File: src/rtl/ysyx_ifq.sv
// Instruction fetch queue between IFU and IDU.
// Multi-lane compacting enqueue, single-entry dequeue, flush.
`ifndef YSYX_XLEN
`define YSYX_XLEN 32
`endif

module ysyx_ifq #(
    parameter int XLEN  = `YSYX_XLEN,
    parameter int DEPTH = 8,
    parameter int ENQ_W = 2
) (
    input  logic                    clock,
    input  logic                    reset,
    input  logic                    flush,
    input  logic [ENQ_W-1:0]        in_valid,
    input  logic [32*ENQ_W-1:0]     in_inst,
    input  logic [XLEN*ENQ_W-1:0]   in_pc,
    input  logic [XLEN*ENQ_W-1:0]   in_pnpc,
    output logic                    in_ready,
    output logic                    out_valid,
    output logic [31:0]             out_inst,
    output logic [XLEN-1:0]         out_pc,
    output logic [XLEN-1:0]         out_pnpc,
    input  logic                    out_ready,
    output logic [$clog2(DEPTH):0]  count
);

    localparam int PTR_W = $clog2(DEPTH);
    localparam int CNT_W = PTR_W + 1;

    if (DEPTH < 2 * ENQ_W || (DEPTH & (DEPTH - 1)) != 0 ||
        !(ENQ_W == 1 || ENQ_W == 2 || ENQ_W == 4)) begin : g_bad_param
        $error("ysyx_ifq: illegal DEPTH/ENQ_W combination");
    end

    logic [PTR_W-1:0] head_q, head_d;
    logic [PTR_W-1:0] tail_q, tail_d;
    logic [CNT_W-1:0] count_q, count_d;

    logic [31:0]      inst_q [DEPTH];
    logic [XLEN-1:0]  pc_q   [DEPTH];
    logic [XLEN-1:0]  pnpc_q [DEPTH];

    logic [PTR_W-1:0] slot [ENQ_W];
    logic [CNT_W-1:0] k;
    logic             enq;
    logic             deq;

    // Each valid lane lands at tail plus the number of valid lanes below it.
    always_comb begin
        k = '0;
        for (int i = 0; i < ENQ_W; i++) begin
            slot[i] = tail_q + PTR_W'(k);
            k       = k + CNT_W'(in_valid[i]);
        end
    end

    assign in_ready  = count_q <= CNT_W'(DEPTH - ENQ_W);
    assign out_valid = count_q != '0;
    assign enq       = in_ready & (|in_valid) & ~flush;
    assign deq       = out_valid & out_ready & ~flush;

    always_comb begin
        head_d  = head_q;
        tail_d  = tail_q;
        count_d = count_q;
        if (flush) begin
            head_d  = '0;
            tail_d  = '0;
            count_d = '0;
        end else begin
            if (deq) begin
                head_d = head_q + PTR_W'(1);
            end
            if (enq) begin
                tail_d = tail_q + PTR_W'(k);
            end
            count_d = count_q + (enq ? k : '0) - CNT_W'(deq);
        end
    end

    always_ff @(posedge clock or posedge reset) begin
        if (reset) begin
            head_q  <= '0;
            tail_q  <= '0;
            count_q <= '0;
        end else begin
            head_q  <= head_d;
            tail_q  <= tail_d;
            count_q <= count_d;
        end
    end

    always_ff @(posedge clock) begin
        if (enq) begin
            for (int i = 0; i < ENQ_W; i++) begin
                if (in_valid[i]) begin
                    inst_q[slot[i]] <= in_inst[32*i +: 32];
                    pc_q[slot[i]]   <= in_pc[XLEN*i +: XLEN];
                    pnpc_q[slot[i]] <= in_pnpc[XLEN*i +: XLEN];
                end
            end
        end
    end

    assign out_inst = inst_q[head_q];
    assign out_pc   = pc_q[head_q];
    assign out_pnpc = pnpc_q[head_q];
    assign count    = count_q;

`ifndef SYNTHESIS
    a_count_max: assert property (
        @(posedge clock) disable iff (reset)
        count_q <= CNT_W'(DEPTH));

    a_no_deq_empty: assert property (
        @(posedge clock) disable iff (reset)
        deq |-> (count_q != '0));

    a_ifu_hold: assert property (
        @(posedge clock) disable iff (reset)
        (!in_ready && (|in_valid) && !flush) |=>
        (in_valid == $past(in_valid) &&
         in_inst  == $past(in_inst)  &&
         in_pc    == $past(in_pc)    &&
         in_pnpc  == $past(in_pnpc)));
`endif

endmodule

File: config.mk
export PLATFORM = sky130hd
export DESIGN_NAME = ysyx_ifq
export DESIGN_NICKNAME = d
export VERILOG_FILES = /design/src/rtl/ysyx_ifq.sv
export SDC_FILE = /design/constraint.sdc
export NUM_CORES = 1
export LEC_CHECK = 0
export ABC_AREA = 1
export CAP_MARGIN = 10
export CELL_PAD_IN_SITES_DETAIL_PLACEMENT = 1
export CELL_PAD_IN_SITES_GLOBAL_PLACEMENT = 1
export CORE_AREA = 2 2 310 312
export CTS_CLUSTER_SIZE = 40
export DETAILED_ROUTE_END_ITERATION = 8
export DIE_AREA = 0 0 312 314
export PLACE_DENSITY_LB_ADDON = 0.3
export SLEW_MARGIN = 30
export SYNTH_ARGS = -nofsm -noshare
export SYNTH_HDL_FRONTEND = slang
export SYNTH_SLANG_ARGS = --single-unit
File: constraint.sdc
create_clock -name clock -period 11.2 [get_ports clock]
set_input_delay 1.12 -clock clock [delete_from_list [all_inputs] [get_ports clock]]
set_output_delay 1.12 -clock clock [all_outputs]
set_load 0.05 [all_outputs]
After elaboration in Yosys (flattened, before gate mapping)
Memory sizes are Yosys's and may differ from the RTL's.
Cells that the tools add are included.

cells by class
  $lt $le $gt $ge = 1
  reductions and logical operators = 4
  $add $sub $neg = 6
  bitwise operators = 5
  multiplexer cells = 12

operators by type and width
  kind                 count
  $mux 3               4
  $mux 1               6
  $add 4x2->4          1
  $and 1x1->1          4
  $le 4x3->1 const B   1
  $mux 4               1
  $reduce_bool 2->1    2
  $reduce_bool 4->1    1
  $sub 4x1->4          1
  $add 3x1->3          1
  $add 3x1->3 const B  1
  $add 3x2->3          1
  $add 1x1->2          1
  $mux 2               1
  $reduce_or 2->1      1
  $not 1->1            1

word-level totals
  memories = 3
  output and inout port bits = 102
  word-level logic and storage cells = 34
  register bits = 10
  bits in writable memories = 768

memories
  memory  depth  bits a word  rd ports  clocked after Yosys merged registers in  wr ports  line  source
  inst_q  8      32           1         0                                        2         40    logic [31:0] inst_q [DEPTH];
  pc_q    8      32           1         0                                        2         41    logic [XLEN-1:0] pc_q [DEPTH];
  pnpc_q  8      32           1         0                                        2         42    logic [XLEN-1:0] pnpc_q [DEPTH];

Depth between registers and ports, before layout
  depth after elaboration = 7
  depth in mapped cells = 20

Worst setup path after synthesis
OpenSTA, ideal clock, no wires.

  kind = in2reg
  start point = in in_valid[1]
  end point = mem inst_q[0][0] (enable)
  stages = 13
  arrival time = 9853 ps
  setup time = 683 ps
  path slack = 664 ps
  buffers on the path = 6
  cell sequence = clkbuf_1 -> buf_2 -> buf_1 -> buf_1 -> inv_1 -> ha_1 -> inv_1 -> nand3_2 -> nor2_4 -> buf_6 -> buf_2 -> nand2_1 -> o21ai_0

RTL lines
  element          line  source
  start, declared  15    input logic [ENQ_W-1:0] in_valid,
  end, declared    40

==> impl_summary.md <==
Setup path
The largest fanout on the critical path is ~140. Among all stages on the critical path, the largest delay is contributed by sky130_fd_sc_hd__nand3_4. Traced cell by cell, the critical path runs through buf_8 -> inv_1 -> ha_1 -> inv_1 -> nand3_2 -> nor2_4 -> buf_4 -> nand3_4 -> o21ai_4 -> buf_4 -> buf_4.

The most prevalent standard cell on the critical path is sky130_fd_sc_hd__buf_4. The startpoint of the lowest-slack register-to-register path is count[3]. The critical path starts at in_valid[1]. The worst setup path endpoint is pc_q[2][9]. The register-to-register setup slack is 5960 ps. For the worst setup path, the data arrival time is 6160 ps. The worst path buffer plus inverter count is 6. The delay of the slowest cell on the worst path is around 940 ps. The number of cells on the worst reg-to-reg path is 11. STA classifies the critical path startpoint as an input pin. In this design, the largest share of critical-path delay is due to buffers and inverters. At the worst endpoint, the required time is between 10000 and 15000 ps. The cell count along the critical path is 11.

The type of the setup path with the least slack is in -> reg. The capturing element type of the critical path is a flop. The worst register-to-register path ends at pc_q[2][9].

Synthesis
Yosys printed 0 warnings. The post-synthesis area per instance is 8.43 um2. The synthesized netlist cell count is 5124. The number of library cell types mapped by synthesis is 25. The proportion of synthesized chip area in sequential cells is 53.9%. The number of synthesized register bits is 778. The cell area after synthesis is 43200 um2. The number of nets in the synthesized netlist is roughly 5300.

Detailed routing
The per-cell via count in the routed design is around 6.5. The residual antenna-violating net count after detailed routing is 0. The per-cell routed wire length is 26.6 um.

The first routing iteration left 4583 violations. The detailed-route via count is 40402. The detailed-route DRC error count is 0.

The final layout contains routed wiring with a total length of between 150000 and 200000 um. For this run, the detailed router's first-pass iteration total came to 5.

Timing
The final cycle utilization of the critical path is 52.6%. The worst clock skew on the final layout is approximately 21 ps. The post-route worst hold slack is 727 ps.

The worst path in the final design needs a cycle of between 5000 and 6000 ps, including I/O delays and setup. The number of failing hold endpoints at the final stage is 0. The sum of negative setup slack is 0 ps. The tightest slew margin relative to the limit is 30.9%. For the pin with the worst max-slew slack, the measured transition is about 1000 ps. Setup repair after global routing left no endpoint under its margin. Based on the critical path, the design can be clocked at up to 0.170 GHz. The final number of max-transition violations came to 0.

In the post-route analysis, the smallest setup slack over all paths is 5310 ps. The count of endpoints failing setup in the final report is 0.

Floorplanning
The floorplan step defined a core boundary enclosing 94400 um2. Pin placement for this block handled 300 I/O pins. The height of the die is approximately 310 um. Measured along the x axis, the die boundary spans 312 um. The die outline area is 98000 um2. The initial utilization of the core area, before any placement, comes to a little under half.

In this run the core area contains roughly 110 standard-cell rows.

Final layout
The number of fill cells in the layout is 10987. The library cells used most frequently in the layout, excluding fill and tap cells, are sky130_fd_sc_hd__nand2_1, sky130_fd_sc_hd__nand4_1, sky130_fd_sc_hd__edfxtp_1, sky130_fd_sc_hd__nor2_1, sky130_fd_sc_hd__o21ai_0. The ratio of cells with drive above 1 in the final layout is 4.66%.

At the end of the flow, the number of nets in the layout was 5130. The finished layout holds 6251 standard cells, fillers aside. The core occupancy in the finished layout is between 50 and 60%.

Compared with the post-synthesis result, the final layout area differs by 12.5%. The most common library cell in the layout ignoring fill and taps is sky130_fd_sc_hd__nand2_1. The finished cells cover 48600 um2.

Global routing
For this run, the total global-route usage over all layers was measured as 33.0%. Entering global routing, the biggest net connects between 200 and 250 pins. The number of antenna violations at the first check in global routing is 17. The first global-routing pass estimated about 250000 um of wire.

The global-route congestion overflow total is 0. The via count of the first global-routing pass is 41242.

Clocking
For this design, the CTS-stage hold fixing added 0 buffers. The post-cts repair resize count is 0. After clock tree synthesis, the setup repair step added 0 buffers.

The clock slew at the register clock pins of the worst setup and hold paths is 60 ps. The clock tree synthesis step divided the H-tree into 3 levels. The clock drives 778 sinks.

In this run the deepest clock path goes through 3 buffers. The clock tree root driver cell is sky130_fd_sc_hd__clkbuf_16. Buffers inserted during clock tree synthesis total roughly 90. The TritonCTS clock tree is done. The clock network latency to the later pin of the worst-skew pair is 670 ps.

Placement
At the end of routability-driven placement, the weighted congestion stood at between 0.7 and 0.8. The instance area after placement is between 40000 and 50000 um2. The wire-length estimate of the detail-placed layout is approximately 88000 um. The number of placed cells counting well taps is 6087.

The placement-stage worst setup slack is 4810 ps. During placement, the flow inserted port buffers numbering 299.

Power
The total power divided by cell area is 214 nW/um2. Overall power consumption after layout is estimated at 10.4 mW. The cell leakage power is 19.1 nW. Across the VDD grid, the largest voltage drop is 0.000170 V.

Job
The tool flagged a number of max-cap violations equal to 0.

Worst hold path
The path class of the tightest hold or removal check is reg -> reg.

Outcome
The run finished with clean final reports.
-- cell usage after synthesis --
library cell / n / area, um2
sky130_fd_sc_hd__clkinv_1: 1 / 3.75
sky130_fd_sc_hd__xor2_1: 1 / 8.76
sky130_fd_sc_hd__buf_6: 1 / 11.3
sky130_fd_sc_hd__ha_1: 13 / 163
sky130_fd_sc_hd__nand4_1: 768 / 4800
sky130_fd_sc_hd__a21oi_1: 3 / 15.0
sky130_fd_sc_hd__o21ai_0: 396 / 1980
sky130_fd_sc_hd__nor2_4: 9 / 101
sky130_fd_sc_hd__buf_2: 223 / 1120
sky130_fd_sc_hd__edfxtp_1: 768 / 23100
sky130_fd_sc_hd__and2_1: 1 / 6.26
sky130_fd_sc_hd__nand2_1: 1845 / 6930
sky130_fd_sc_hd__inv_2: 2 / 7.51
sky130_fd_sc_hd__nor2_1: 390 / 1460
sky130_fd_sc_hd__clkbuf_2: 60 / 300
sky130_fd_sc_hd__nand3_1: 11 / 55.1
sky130_fd_sc_hd__o22ai_1: 192 / 1200
sky130_fd_sc_hd__o21ai_1: 2 / 10.0
sky130_fd_sc_hd__buf_1: 46 / 173
sky130_fd_sc_hd__dfrtp_1: 10 / 250
sky130_fd_sc_hd__nand3_2: 13 / 130
sky130_fd_sc_hd__clkbuf_1: 345 / 1290
sky130_fd_sc_hd__fa_1: 2 / 40.0
sky130_fd_sc_hd__inv_1: 21 / 78.8
sky130_fd_sc_hd__xnor2_1: 1 / 8.76
-- sequential cells by signal, summed over array words and instances (netlist names) --
| register | flops |
|---|---|
| inst_q | 256 |
| pc_q | 256 |
| pnpc_q | 256 |
| count | 4 |
| head_q | 3 |
| tail_q | 3 |
-- power by group --
| group | switching (mW) | total, mW | internal [mW] |
|---|---|---|---|
| Sequential | 0.0896 | 3.53 | 3.44 |
| Clock | 1.24 | 2.84 | 1.60 |
| Combinational | 3.01 | 4.02 | 1.01 |
| Total | 4.33 | 10.4 | 6.05 |
-- worst min-delay path by stage --
stage               slack, ps  depth (start not counted)        end      start
floorplan                 570                          3  head_q[1]  head_q[0]
global placement          660                          3   count[0]   count[0]
detailed placement        710                          3   count[0]   count[0]
CTS                       730                          3   count[0]   count[0]
global route              780                          3   count[0]   count[0]
finish                    730                          3   count[0]   count[0]
-- logic make-up (layout without fill, tap and decap cells) --
| kind of cell | Yosys count | after routing | share of synthesized area, % |
|---|---|---|---|
| flip-flops | 778 | 778 | 53.9 |
| buffers and inverters | 699 | 557 | 6.91 |
| adder cells (fa/ha/maj) | 15 | 15 | 0.469 |
| AND/OR/NAND/NOR | 3037 | 3037 | 31.2 |
| other | 0 | 4 | 0 |
| AO/OA/AOI/OAI | 593 | 593 | 7.42 |
| XOR/XNOR | 2 | 2 | 0.0405 |
-- metal layers --
| metal | up-vias | wire length [um] | GRT usage (%) |
|---|---|---|---|
| met5 | - | 183 | 0 |
| met2 | 1966 | 81700 | 55.9 |
| li1 | 17572 | - | - |
| met4 | 28 | 5310 | 12.2 |
| met3 | 381 | 14100 | 5.14 |
| met1 | 20455 | 64800 | 42.9 |
-- worst min-delay path, cell delays in order (launching register included) --
cell,delay [ps]
sky130_fd_sc_hd__dfrtp_1,410
sky130_fd_sc_hd__ha_1,150
sky130_fd_sc_hd__inv_1,30
sky130_fd_sc_hd__nor2_1,90
-- final cells by class --
cell class	instances	area, um2	area share (%)
Multi-Input combinational cell	3647	17100	35.1
Clock inverter	46	348	0.716
Antenna cell	4	10.0	0.0206
Sequential cell	778	23300	48.0
Inverter	24	105	0.216
Timing Repair Buffer	378	3810	7.83
Tap cell	1265	1580	3.26
Clock buffer	109	2370	4.87
Note: power is estimated with default switching activity, not from simulation.
